[src/rtl/sort_job_scheduler.sv]
// Round-robin front end that shares one counting-sort engine among NUM_REQ requesters.
// A job is started, the engine is cleared, and the result is returned with a done pulse; a watchdog aborts stalled jobs.
module sort_job_scheduler #(
    parameter int NUM_REQ = 4,
    parameter int TIMEOUT = 64
) (
    input  logic                   clk_i,
    input  logic                   rst_i,
    input  logic [NUM_REQ-1:0]     req_i,
    input  logic [NUM_REQ*32-1:0]  nums_i,
    output logic [NUM_REQ-1:0]     grant_o,
    output logic [NUM_REQ-1:0]     done_o,
    output logic [31:0]            result_o,
    output logic                   error_o,
    output logic                   busy_o,
    output logic                   sort_start_o,
    output logic [31:0]            sort_nums_o,
    input  logic                   sort_valid_i,
    input  logic [31:0]            sort_nums_i
);

    localparam int          PW         = (NUM_REQ > 1) ? $clog2(NUM_REQ) : 1;
    localparam int          TW         = $clog2(TIMEOUT + 1);
    localparam int unsigned NREQ_U     = NUM_REQ;
    localparam logic [PW-1:0] LAST_REQ   = PW'(NUM_REQ - 1);
    localparam logic [TW-1:0] TIMER_LAST = TW'(TIMEOUT - 1);
    localparam logic [TW-1:0] TIMER_SAT  = TW'(TIMEOUT);

    localparam logic [1:0] S_IDLE  = 2'd0;
    localparam logic [1:0] S_RUN   = 2'd1;
    localparam logic [1:0] S_CLEAR = 2'd2;
    localparam logic [1:0] S_RESP  = 2'd3;

    logic [1:0]         r_state;
    logic [PW-1:0]      r_rr_ptr;
    logic [PW-1:0]      r_owner;
    logic [TW-1:0]      r_timer;
    logic               r_clr_cnt;
    logic [NUM_REQ-1:0] r_grant;
    logic [NUM_REQ-1:0] r_done;
    logic [31:0]        r_result;
    logic               r_error;
    logic               r_start;
    logic [31:0]        r_sort_nums;

    logic               w_req_any;
    logic [PW-1:0]      w_winner;
    logic [PW-1:0]      w_scan;
    logic [31:0]        w_win_nums;

    function automatic logic [PW-1:0] wrap_add(input logic [PW-1:0] base, input int unsigned ofs);
        int unsigned sum;
        sum = (32'(base) + ofs) % NREQ_U;
        return PW'(sum);
    endfunction

    // Rotating-priority scan: first requester at or after r_rr_ptr wins.
    always_comb begin
        w_req_any = 1'b0;
        w_winner  = '0;
        w_scan    = '0;
        for (int unsigned i = 0; i < NREQ_U; i++) begin
            w_scan = wrap_add(r_rr_ptr, i);
            if (!w_req_any && req_i[w_scan]) begin
                w_req_any = 1'b1;
                w_winner  = w_scan;
            end
        end
    end

    always_comb begin
        w_win_nums = '0;
        for (int unsigned i = 0; i < NREQ_U; i++) begin
            if (PW'(i) == w_winner) begin
                w_win_nums = nums_i[32*i +: 32];
            end
        end
    end

    always_ff @(posedge clk_i) begin
        if (rst_i) begin
            r_state     <= S_IDLE;
            r_rr_ptr    <= '0;
            r_owner     <= '0;
            r_timer     <= '0;
            r_clr_cnt   <= 1'b0;
            r_grant     <= '0;
            r_done      <= '0;
            r_result    <= '0;
            r_error     <= 1'b0;
            r_start     <= 1'b0;
            r_sort_nums <= '0;
        end else begin
            r_grant <= '0;
            r_done  <= '0;
            case (r_state)
                S_IDLE: begin
                    if (w_req_any) begin
                        r_sort_nums       <= w_win_nums;
                        r_owner           <= w_winner;
                        r_grant[w_winner] <= 1'b1;
                        r_start           <= 1'b1;
                        r_timer           <= '0;
                        r_state           <= S_RUN;
                    end
                end
                S_RUN: begin
                    if (r_timer != TIMER_SAT) begin
                        r_timer <= r_timer + 1'b1;
                    end
                    // Valid is checked first so a result on the last allowed cycle is not aborted.
                    if (sort_valid_i) begin
                        r_result  <= sort_nums_i;
                        r_error   <= 1'b0;
                        r_start   <= 1'b0;
                        r_clr_cnt <= 1'b0;
                        r_state   <= S_CLEAR;
                    end else if (r_timer == TIMER_LAST) begin
                        r_result  <= '0;
                        r_error   <= 1'b1;
                        r_start   <= 1'b0;
                        r_clr_cnt <= 1'b0;
                        r_state   <= S_CLEAR;
                    end
                end
                S_CLEAR: begin
                    if (r_clr_cnt) begin
                        r_done[r_owner] <= 1'b1;
                        r_state         <= S_RESP;
                    end else begin
                        r_clr_cnt <= 1'b1;
                    end
                end
                S_RESP: begin
                    r_rr_ptr <= (r_owner == LAST_REQ) ? '0 : r_owner + 1'b1;
                    r_state  <= S_IDLE;
                end
                default: r_state <= S_IDLE;
            endcase
        end
    end

    assign grant_o      = r_grant;
    assign done_o       = r_done;
    assign result_o     = r_result;
    assign error_o      = r_error;
    assign busy_o       = (r_state != S_IDLE);
    assign sort_start_o = r_start;
    assign sort_nums_o  = r_sort_nums;

endmodule

[config.mk]
export PLATFORM = sky130hd
export DESIGN_NAME = sort_job_scheduler
export DESIGN_NICKNAME = d
export VERILOG_FILES = /design/src/rtl/sort_job_scheduler.sv
export SDC_FILE = /design/constraint.sdc
export NUM_CORES = 1
export LEC_CHECK = 0
export BUFFER_PORTS_ARGS = -buffer_cell sky130_fd_sc_hd__buf_2
export CAP_MARGIN = 10
export CELL_PAD_IN_SITES_DETAIL_PLACEMENT = 1
export CELL_PAD_IN_SITES_GLOBAL_PLACEMENT = 1
export CORE_AREA = 8 8 125 127
export CTS_CLUSTER_SIZE = 24
export DETAILED_ROUTE_END_ITERATION = 12
export DIE_AREA = 0 0 133 135
export PLACE_DENSITY = 0.87
export SYNTH_ARGS = -nofsm -noshare
export SYNTH_HDL_FRONTEND = slang
export SYNTH_SLANG_ARGS = --single-unit
[constraint.sdc]
create_clock -name clk_i -period 2.9 [get_ports clk_i]
set_input_delay 0.435 -clock clk_i [delete_from_list [all_inputs] [get_ports clk_i]]
set_output_delay 0.435 -clock clk_i [all_outputs]
set_load 0.05 [all_outputs]
# Yosys cells after proc, flatten, opt, wreduce, memory -nomap -nowiden
# Cells that the tools add are included.
# totals
register_bits,88
input_bits,167
out_inout_bits,75
wordCells,105
# classes
add_sub_neg,5
magnitude_cmp,8
eq_ne,13
mux,42
n_bitwise,4
reduce_logical,22
# ops
operator,count
$mux 32,6
$lt 2x3->1 const B,6
$mux 2,9
$mux 1,15
$mux 7,2
$pmux 7 s2,1
$reduce_and 3->1,3
$bmux 1 s2,4
$pmux 2 s4,1
$reduce_bool 2->1,4
$add 7x1->7 const B,1
$eq 7x6->1 const B,1
$ne 7x7->1 const B,1
$eq 2x2->1 const B,3
$ne 2x2->1 const B,3
$reduce_and 2->1,3
$reduce_or 3->1,2
$logic_and 1x1->1,5
$add 2x1->2 const B,2
$add 2x2->2 const B,2
$demux 1 s2,2
$eq 2x2->1 const A,2
$ge 2x1->1 const B,2
$logic_not 2->1,2
other kinds (6),12

# Logic depth before layout (Yosys ltp)
# logic_depth
word_depth,17
mapped_depth,8

# Worst setup path after synthesis
# OpenSTA, ideal clock, no wires.
# synth_path
kind,input to register
start,in req_i[2]
end,reg r_sort_nums[26] (netlist: sort_nums_o[26])
arrival_time_ns,2.014
required_time_ns,2.770
setup_slack_ns,0.756
stages,7
n_path_buf,2
cell_sequence,buf_2 mux2_4 a221oi_4 buf_6 mux2_1 a21oi_1 nor3_2
# synth_via
elab_chain_len,17
# synth_lines
element,line_no,rtl
start: declaration,9,"input logic [NUM_REQ-1:0] req_i,"
$bmux 1 s2,64,if (!w_req_any && req_i[w_scan]) begin
$mux 1 (not written as such),64,
$mux 1,64,
$logic_not 1->1,64,
$logic_and 1x1->1,64,
$mux 1,64,
$logic_not 1->1,64,
$logic_and 1x1->1,64,
$mux 1,64,
$logic_not 1->1,64,
$logic_and 1x1->1,64,
$mux 2,64,
$logic_not 2->1,74,if (PW'(i) == w_winner) begin
$mux 32 (4 in a row),74,
end signal: assignment,99,r_sort_nums <= w_win_nums;
end: declaration,44,logic [31:0] r_sort_nums;
# Several ways; a longest one is shown, not always the timed one. The select of a mux whose other input is x is not followed.
# A chain may end at the register's enable or synchronous reset.

# Final worst setup path
# layout_path
start,reg r_rr_ptr[1]
end,reg r_sort_nums[22] (netlist: sort_nums_o[22])
# layout_via
elab_chain_len,17
# layout_lines
element,line_no,rtl
start: declaration,35,logic [PW-1:0] r_rr_ptr;
start signal: assignment,135,r_rr_ptr <= (r_owner == LAST_REQ) ? '0 : r_owner + 1'b1;
"parallel branches: the longest is 17 deep, another holds $add 2x1->2",-,
# Parallel ways; which one is timed is not known. The select of a mux whose other input is x is not followed.

==> flow_metrics.env <==
export IMPL_area_growth_syn_to_layout_pct=39.0
export IMPL_clock_latency_ns=0.34
export IMPL_setup_violations=0
export IMPL_tritoncts="done"
export IMPL_rows=43
export IMPL_drc=0
export IMPL_rr_endpoint="sort_nums_o[22]"
export IMPL_firstDrtPassIters=4
export IMPL_hp_start="sort_nums_i[15]"
export IMPL_cp_arrival_ns=2.47
export IMPL_num_vias=4598
export IMPL_cts_buffers=9
export IMPL_path_class="reg -> reg"
export IMPL_fin_skew_ns=0.0105
export IMPL_synth_edff_count=0
export IMPL_synth_area_leader_cell="dfxtp_1"
export IMPL_ys_async_sr_fraction=0
export IMPL_antenna_left=0
export IMPL_power_mw=5.21
export IMPL_max_cap_violations=0
export IMPL_period_share=0.783
export IMPL_syn_num_nets=652
export IMPL_worst_pin_slew_ns=0.795
export IMPL_synthTopCellsByArea="dfxtp_1 (42%), a22oi_1 (5.9%), nor2_1 (5.4%)"
export IMPL_timing_slew_headroom=0.468
export IMPL_ios=242
export IMPL_syn_inst=474
export IMPL_root_buffer="clkbuf_16"
export IMPL_hold_buffers=0
export IMPL_holdPathStages=3
export IMPL_grt_overflow_total=0
export IMPL_grt_pass1_wl_mm=26.3
export IMPL_critPathBufInv=1
export IMPL_htreeDepth=3
export IMPL_utilization=0.426
export IMPL_path_cells="mux2_4 > a221oi_4 > buf_4 > mux2_2 > a21oi_1 > nor3_1"
export IMPL_finalCriticalPeriod_ns=2.27
export IMPL_setup_ws_ns=0.628
export IMPL_clk_path_buf_depth=2
export IMPL_drive_gt1_frac=0.403
export IMPL_rsz0062_at_grt="false"
export IMPL_cts_sinks=88
export IMPL_antenna_found_initial=1
export IMPL_fp_dieW_um=133
export IMPL_first_global_vias=4743
export IMPL_finalNetCount=876
export IMPL_post_dp_hpwl_mm=13.1
export IMPL_dieHeight_um=135
export IMPL_tns_ns=0
export IMPL_syn_area_per_cell_sq_um=8.80
export IMPL_synthFlopType="dfxtp_1"
export IMPL_clk_pin_slew_ns=0.07
export IMPL_grt_total_usage=0.184
export IMPL_min_to="result_o[15]"
export IMPL_netlist_area_leader_share=0.422
export IMPL_post_cts_setup_buffer_count=0
export IMPL_cp_end_kind="flip-flop"
export IMPL_p_per_area_nw_per_um2=898
export IMPL_ir_worst_vdd_mv=0.328
export IMPL_holdWs_ns=0.337
export IMPL_netlist_area_sq_um=4170
export IMPL_cts_resized=0
export IMPL_cp_top_family="multiplexers"
export IMPL_grt_max_degree=55
export IMPL_cp_max_fo=20
export IMPL_min_path_type="in -> reg"
export IMPL_first_iter_violations=172
export IMPL_wl_per_cell_um=19.1
export IMPL_slowest_stage="dfxtp_1"
export IMPL_worstSetupStartpointType="flip-flop"
export IMPL_p_leak_nw=2.70
export IMPL_fmax_ghz=0.440
export IMPL_place_ws_ns=0.542
export IMPL_die_area_sq_um=18000
export IMPL_worst_r2r_setup_slack_ns=0.63
export IMPL_r2r_cells=6
export IMPL_ys_seq_area_frac=0.422
export IMPL_final_max_slew_viol_count=0
export IMPL_cpPeakStageDelay_ns=0.57
export IMPL_status="finished clean"
export IMPL_ys_types=48
export IMPL_r2r_start="r_rr_ptr[1]"
export IMPL_core_region_area_sq_um=13600
export IMPL_critical_path_required_ns=3.10
export IMPL_yosys_warnings=0
export IMPL_start_util=0.306
export IMPL_final_hold_viol_count=0
export IMPL_via_per_inst=5.20
export IMPL_wirelength_mm=16.9
export IMPL_numPortBuffers=241
export IMPL_synth_seq_cells=88
export IMPL_gp_congestion=0.812
## power breakdown
part           internal (mW)  leakage [nW]  switching (mW)
clock network          0.581         0.139           0.508
logic                  0.668          1.84            1.77
registers               1.50         0.720           0.175
total                   2.75          2.70            2.46
## cell usage in the layout (no fill, tap or decap), types with 6 or more instances in the layout
cell and n:
buf_2 241, dfxtp_1 88, nor2_1 60, nand2_1 34
a22oi_1 33, a211oi_1 24, o22ai_1 22, o31ai_1 22
a21boi_0 20, a21oi_1 16, inv_1 13, buf_4 13
nor3_1 12, a221o_1 11, ha_1 11, clkbuf_16 9
and2_1 8, mux2_2 6
## worst reg2reg max path, cell delays in order, from the launching register on
cell      delay, ns
dfxtp_1        0.57
mux2_4         0.35
a221oi_4       0.27
buf_4          0.31
mux2_2         0.38
a21oi_1        0.17
nor3_1         0.07
## sequential cells by signal, indices dropped and copies added, names as in the netlist
| register | count |
|---|---|
| sort_start_o | 1 |
| r_owner | 2 |
| r_clr_cnt | 1 |
| done_o | 4 |
| r_timer | 7 |
| grant_o | 4 |
| r_state | 2 |
| error_o | 1 |
| sort_nums_o | 32 |
| result_o | 32 |
| r_rr_ptr | 2 |
## synth_stat cells (3+ instances only)
cell type	count
o22ai_1	22
nand3_1	5
mux2_1	3
a22oi_1	33
nor2_1	60
nor3_1	12
nand4_1	3
dfxtp_1	88
buf_1	4
a21oi_1	16
xor2_1	4
ha_1	11
and2_1	8
mux2i_1	5
clkbuf_1	25
a221o_1	11
o31ai_1	22
o21ai_0	3
nor2b_1	3
a211oi_1	24
nand2_1	34
a21boi_0	20
mux2_2	6
buf_2	8
inv_1	13
## routing by layer
| layer | global-route usage | routed length, um | part of all wire |
|---|---|---|---|
| met1 | 0.216 | 7020 | 0.42 |
| met2 | 0.304 | 8010 | 0.47 |
| met3 | 0.0672 | 1530 | 0.091 |
| met4 | 0.0606 | 310 | 0.018 |
| met5 | 0 | 0 | 0 |
## stage by stage
| stage | cells | cell area (sq um) |
|---|---|---|
| after floorplan | 474 | 4170 |
| after global routing | 883 | 5790 |
| after detailed placement | 867 | 5520 |
| final | 884 | 5800 |
| after global placement | 867 | 5520 |
| after CTS | 883 | 5790 |
## how the worst max path moves through the flow
stage | from | endpoint | slack, ns | cells past startpoint
after floorplan | req_i[2] | sort_nums_o[26] | 0.76 | 7
after global placement | req_i[2] | sort_nums_o[18] | 0.64 | 7
after detailed placement | req_i[2] | sort_nums_o[14] | 0.54 | 7
after CTS | r_rr_ptr[1] | sort_nums_o[22] | 0.64 | 6
after global routing | r_rr_ptr[1] | sort_nums_o[26] | 0.53 | 6
final | r_rr_ptr[1] | sort_nums_o[22] | 0.63 | 6
## logic make-up after synthesis
| kind of cell | share of synthesized area |
|---|---|
| AO/OA/AOI/OAI | 0.285 |
| XOR/XNOR | 0.0126 |
| adder cells (fa/ha/maj) | 0.0330 |
| buffers and inverters | 0.0564 |
| flip-flops | 0.422 |
| multiplexers | 0.0399 |
| AND/OR/NAND/NOR | 0.151 |
## area by class of cell
cell class              instances  area [sq um]
flip-flops and latches         88          1760
repair buffers                254          1300
fillers                      1716          7820
diodes                          1          2.50
inverters                      13          48.8
clock inverters                 7          46.3
clock buffers                   9           225
multi-input cells             332          2180
well taps                     180           225
Note: power is estimated with default switching activity, not from simulation.
